<file path="src/rtl/bnn_pkg.sv">
// Shared BNN constants: layer sizes, layer codes and the weight-loader FSM states.
// Used by the weight loader and the classifier top.
package bnn_pkg;

    localparam int N1        = 90;
    localparam int N2        = 1080;
    localparam int NFC       = 10;
    localparam int CFC       = 48;
    localparam int BW        = 8;
    localparam int REC_BYTES = 5;

    localparam logic [1:0] LAYER_CONV1 = 2'd1;
    localparam logic [1:0] LAYER_CONV2 = 2'd2;
    localparam logic [1:0] LAYER_FC    = 2'd3;

    typedef enum logic [1:0] {
        IDLE    = 2'd0,
        COLLECT = 2'd1,
        ISSUE   = 2'd2,
        DONE    = 2'd3
    } wl_state_t;

    // FC record address packs chunk above neuron.
    function automatic logic [10:0] fc_addr(input logic [3:0] neuron, input logic [5:0] chunk);
        return {1'b0, chunk, neuron};
    endfunction

endpackage

</file>
<file path="src/rtl/weight_loader.sv">
// Assembles 5-byte weight records from a byte stream and writes them, one strobe
// per record, into the classifier's conv1 / conv2 / fc kernel stores.
module weight_loader
    import bnn_pkg::*;
#(
    parameter int bW = BW
) (
    input  logic          clk,
    input  logic          rst,
    input  logic          start,
    input  logic          s_valid,
    output logic          s_ready,
    input  logic [7:0]    s_data,
    output logic          kernel_in_valid,
    output logic [1:0]    kernel_layer,
    output logic [10:0]   kernel_addr,
    output logic [bW-1:0] kernel_offset,
    output logic [24:0]   kernel_bits,
    output logic          busy,
    output logic          load_done
);

    wl_state_t       state, state_nxt;
    logic [2:0]      byte_cnt;
    logic [3:0][7:0] rec_buf;
    logic [1:0]      layer;
    logic [10:0]     rec_idx;
    logic [3:0]      neuron;
    logic [5:0]      chunk;

    logic beat, last_beat, last_rec;

    assign beat      = s_valid && s_ready;
    assign last_beat = beat && (byte_cnt == 3'(REC_BYTES - 1));
    assign last_rec  = (layer == LAYER_FC) && (neuron == 4'(NFC - 1)) && (chunk == 6'(CFC - 1));

    always_ff @(posedge clk) begin
        if (!rst) state <= IDLE;
        else      state <= state_nxt;
    end

    always_comb begin
        state_nxt = state;
        case (state)
            IDLE:    if (start) state_nxt = COLLECT;
            COLLECT: if (last_beat) state_nxt = ISSUE;
            ISSUE:   state_nxt = last_rec ? DONE : COLLECT;
            DONE:    state_nxt = IDLE;
            default: state_nxt = IDLE;
        endcase
    end

    // Decodes are masked by rst so nothing is strobed or accepted in a reset cycle.
    always_comb begin
        s_ready         = 1'b0;
        kernel_in_valid = 1'b0;
        busy            = 1'b0;
        if (rst) begin
            s_ready         = (state == COLLECT);
            kernel_in_valid = (state == ISSUE);
            busy            = (state == COLLECT) || (state == ISSUE);
        end
    end

    always_ff @(posedge clk) begin
        if (!rst) begin
            byte_cnt      <= '0;
            rec_buf       <= '0;
            layer         <= '0;
            rec_idx       <= '0;
            neuron        <= '0;
            chunk         <= '0;
            load_done     <= 1'b0;
            kernel_layer  <= '0;
            kernel_addr   <= '0;
            kernel_offset <= '0;
            kernel_bits   <= '0;
        end else begin
            case (state)
                IDLE: begin
                    if (start) begin
                        byte_cnt  <= '0;
                        layer     <= LAYER_CONV1;
                        rec_idx   <= '0;
                        neuron    <= '0;
                        chunk     <= '0;
                        load_done <= 1'b0;
                    end
                end
                COLLECT: begin
                    if (last_beat) begin
                        // Final byte goes straight to the output; only its bit 0 is kept.
                        byte_cnt      <= '0;
                        kernel_layer  <= layer;
                        kernel_addr   <= (layer == LAYER_FC) ? fc_addr(neuron, chunk) : rec_idx;
                        kernel_offset <= rec_buf[0];
                        kernel_bits   <= {s_data[0], rec_buf[3], rec_buf[2], rec_buf[1]};
                    end else if (beat) begin
                        rec_buf[byte_cnt[1:0]] <= s_data;
                        byte_cnt               <= byte_cnt + 3'd1;
                    end
                end
                ISSUE: begin
                    if (layer == LAYER_CONV1) begin
                        if (rec_idx == 11'(N1 - 1)) begin
                            layer   <= LAYER_CONV2;
                            rec_idx <= '0;
                        end else begin
                            rec_idx <= rec_idx + 11'd1;
                        end
                    end else if (layer == LAYER_CONV2) begin
                        if (rec_idx == 11'(N2 - 1)) begin
                            layer   <= LAYER_FC;
                            rec_idx <= '0;
                            neuron  <= '0;
                            chunk   <= '0;
                        end else begin
                            rec_idx <= rec_idx + 11'd1;
                        end
                    end else begin
                        if (chunk == 6'(CFC - 1)) begin
                            chunk  <= '0;
                            neuron <= neuron + 4'd1;
                        end else begin
                            chunk <= chunk + 6'd1;
                        end
                    end
                    if (last_rec) load_done <= 1'b1;
                end
                default: ;
            endcase
        end
    end

endmodule

</file>
<file path="config.mk">
export PLATFORM = sky130hd
export DESIGN_NAME = weight_loader
export DESIGN_NICKNAME = d
export VERILOG_FILES = /design/src/rtl/bnn_pkg.sv /design/src/rtl/weight_loader.sv
export SDC_FILE = /design/constraint.sdc
export NUM_CORES = 1
export LEC_CHECK = 0
export ABC_AREA = 0
export CORE_UTILIZATION = 55
export CTS_BUF_LIST = sky130_fd_sc_hd__clkbuf_2
export CTS_CLUSTER_DIAMETER = 120
export DETAILED_ROUTE_END_ITERATION = 10
export PLACE_DENSITY = 0.86
export SYNTH_ARGS = -nofsm -noshare
export SYNTH_HDL_FRONTEND = slang
export SYNTH_SLANG_ARGS = --single-unit
</file>
<file path="constraint.sdc">
create_clock -name clk -period 1.95 [get_ports clk]
set_input_delay 0.4875 -clock clk [delete_from_list [all_inputs] [get_ports clk]]
set_output_delay 0.4875 -clock clk [all_outputs]
set_load 0.01 [all_outputs]
</file>
==> metrics.txt <==
Skew-Pair Late Insertion Delay 0.58 ns; Mapped Nets 574; H-tree depth 3; Final Cycle Share 1.028; maxcap violations 0; RSZ-0062 raised after global routing true; Routed Antenna Nets 0; stages on the worst setup path 6; Worst setup SP type register; via count 4432; Synth cell types 59; WHS 0.4533 ns; vias in the first global route 3980; worst setup margin -0.05371 ns; max frequency 499.1 MHz; CTS root buf clkbuf_2; CP arrival 1.52 ns; Wirelength per Cell 15.74 um; Syn Area/Cell 8.768 um2; worst IR drop on VDD 0.5296 mV; DIE HEIGHT 95.55 um; Worst Path Required 1.46 ns; PortBufs 61; Total Power 4.615 mW; Final nets 669; Core Footprint 8341 um2; GP Congestion 0.9242; clock-pin slew on the worst setup and hold paths 0.31 ns; initial antenna violation count 1; CP endpoint kind primary output; DR iter-0 viols 312; slowest stage delay, CP 0.42 ns; Hold Crit Class register to register; WP buf/inv 4; Layout area overhead 26.93%; Synth Instances 549; CTS Buffer Depth 2; TritonRoute pass-1 iters 5; Final setup violation count 6; # rows 33; ratio of cells with drive above 1 in the final layout 0.2435; Final Critical Period 2.004 ns; reg2reg path depth 9; Post-synth top flop dfxtp_1; clk_skew 0.03287 ns; Initial Utilization 0.5771; drt drc 0; Crit path max-delay family flip-flops; CP Cell Sequence inv_4 > buf_12 > ha_4 > nand2_4 > inv_2 > buf_6; Detailed Place HPWL 8314 um; Setup TNS Final -0.2105 ns; asr flop ratio synth 0; Inserted Clock Buffers 9; register area share after synthesis 0.4450; Final Hold Fails 0; Total GRT Usage 0.2677; outcome finished with violations; io pins 62; Die Area 9130 um2; Setup CP Type register to primary output; Post-synth EDFFs 0; synth warn 0; pre-CTS WS -0.3693 ns; die width 95.55 um; placed cell area 5727 um2; grt ovf 0; synthesized flop and latch total 107; Leak Pwr 2.610 nW; vias per std cell 5.870; worst rel slew slack 0.6768; crit path max fanout 4; Post-Syn Area 4813 um2; violated checks setup timing; global-route wire length before repair 18990 um; Worst-Margin Slew 0.4726 ns; Reg2Reg Setup Slack -0.05 ns; Num Clock Sinks 107; CTS tree yes; final WL 11890 um; P per Cell Area 755.3 nW/um2; Final Cell Area 6110 um2; CP max-delay cell dfxtp_2; Worst Hold Path Cells 2; largest net degree at the start of global routing 41; Max Transition Viols Final 0
==> registers in the layout (all words and copies together), names as in the netlist <==
name           flops
rec_buf           32
state              2
neuron             4
kernel_addr       11
load_done          1
chunk              6
layer              2
kernel_offset      8
kernel_bits       25
byte_cnt           3
kernel_layer       2
rec_idx           11
==> worst paths after layout <==
kind,from,endpoint
worst min register to register,rec_buf[18],kernel_bits[10]
worst min-delay path,rec_buf[18],kernel_bits[10]
worst max-delay path,state[0],kernel_in_valid
worst max register to register,state[0],rec_idx[5]
==> cell type report <==
type                       count  area (um2)
inverter                      15       65.06
clock buffer                   9       45.04
sequential                   107        2206
fill                         606        2231
tap                          105       131.4
clock inverter                 7       105.1
antenna                        1       2.502
timing repair buffer         122        1114
multi-input combinational    389        2441
==> cells in the mapped netlist (10+ instances only) <==
cell type / n / share of area
clkbuf_1: 22 / 0.017
dfxtp_1: 107 / 0.45
a311oi_1: 10 / 0.018
nand3_1: 32 / 0.033
nor2_1: 54 / 0.042
ha_1: 13 / 0.034
clkbuf_8: 10 / 0.029
a21oi_1: 43 / 0.045
nand2_1: 94 / 0.073
mux2i_1: 35 / 0.073
inv_1: 14 / 0.011
nand4_1: 11 / 0.014
==> what timing repair did <==
action | in CTS | in global routing
gates cloned | 0 | 0
hold buffers | 0 | 0
pin swaps | 0 | 3
setup endpoints to repair | 51 | 19
setup buffers | 16 | 3
gates resized for setup | 113 | 14
==> logic make-up (layout without fill, tap and decap cells) <==
group | count (synthesis) | after routing | synth area share
other cells | 0 | 1 | 0
buf+inv | 53 | 153 | 0.06394
mux | 36 | 36 | 0.07512
simple gates | 234 | 234 | 0.2264
xor+xnor | 2 | 2 | 0.005200
compound gates | 104 | 104 | 0.1505
flops | 107 | 107 | 0.4450
fa+ha+maj | 13 | 13 | 0.03379
==> metal layers <==
layer	global-route usage	routed length, um
met1	0.3689	5307
met2	0.4321	5652
met3	0.03349	762
met4	0.09204	163
met5	0	0
==> cells in the final DEF, fill, tap and decap left out, types with 6 or more instances in the layout <==
| master | n |
|---|---|
| nand2_1 | 93 |
| dfxtp_1 | 56 |
| nor2_1 | 53 |
| buf_4 | 52 |
| dfxtp_2 | 51 |
| dlygate4sd2_1 | 47 |
| a21oi_1 | 43 |
| mux2i_1 | 35 |
| nand3_1 | 32 |
| nand4_1 | 11 |
| clkdlybuf4s50_1 | 11 |
| inv_1 | 10 |
| a311oi_1 | 10 |
| ha_1 | 10 |
| clkbuf_2 | 9 |
| buf_12 | 9 |
| nand2b_1 | 6 |
| o21ai_0 | 6 |
| nor3_1 | 6 |
| o211ai_1 | 6 |
==> power by group <==
group,internal [mW],switching (mW)
Sequential,2.24,0.0399
Clock,0.356,0.821
Combinational,0.513,0.645
==> per-stage QoR <==
stage                       util  cells
final                     0.7325    755
after CTS                 0.7193    751
after detailed placement  0.6866    719
after global placement    0.6866    719
after floorplan                -    549
after global routing      0.7325    755
==> tightest hold or removal path, delay by kind of cell (launching register included) <==
family / cells / cell delay, ns
flops: 1 / 0.38
compound gates: 1 / 0.05
simple gates: 1 / 0.05
No activity file was read; power rests on OpenSTA's default activity.
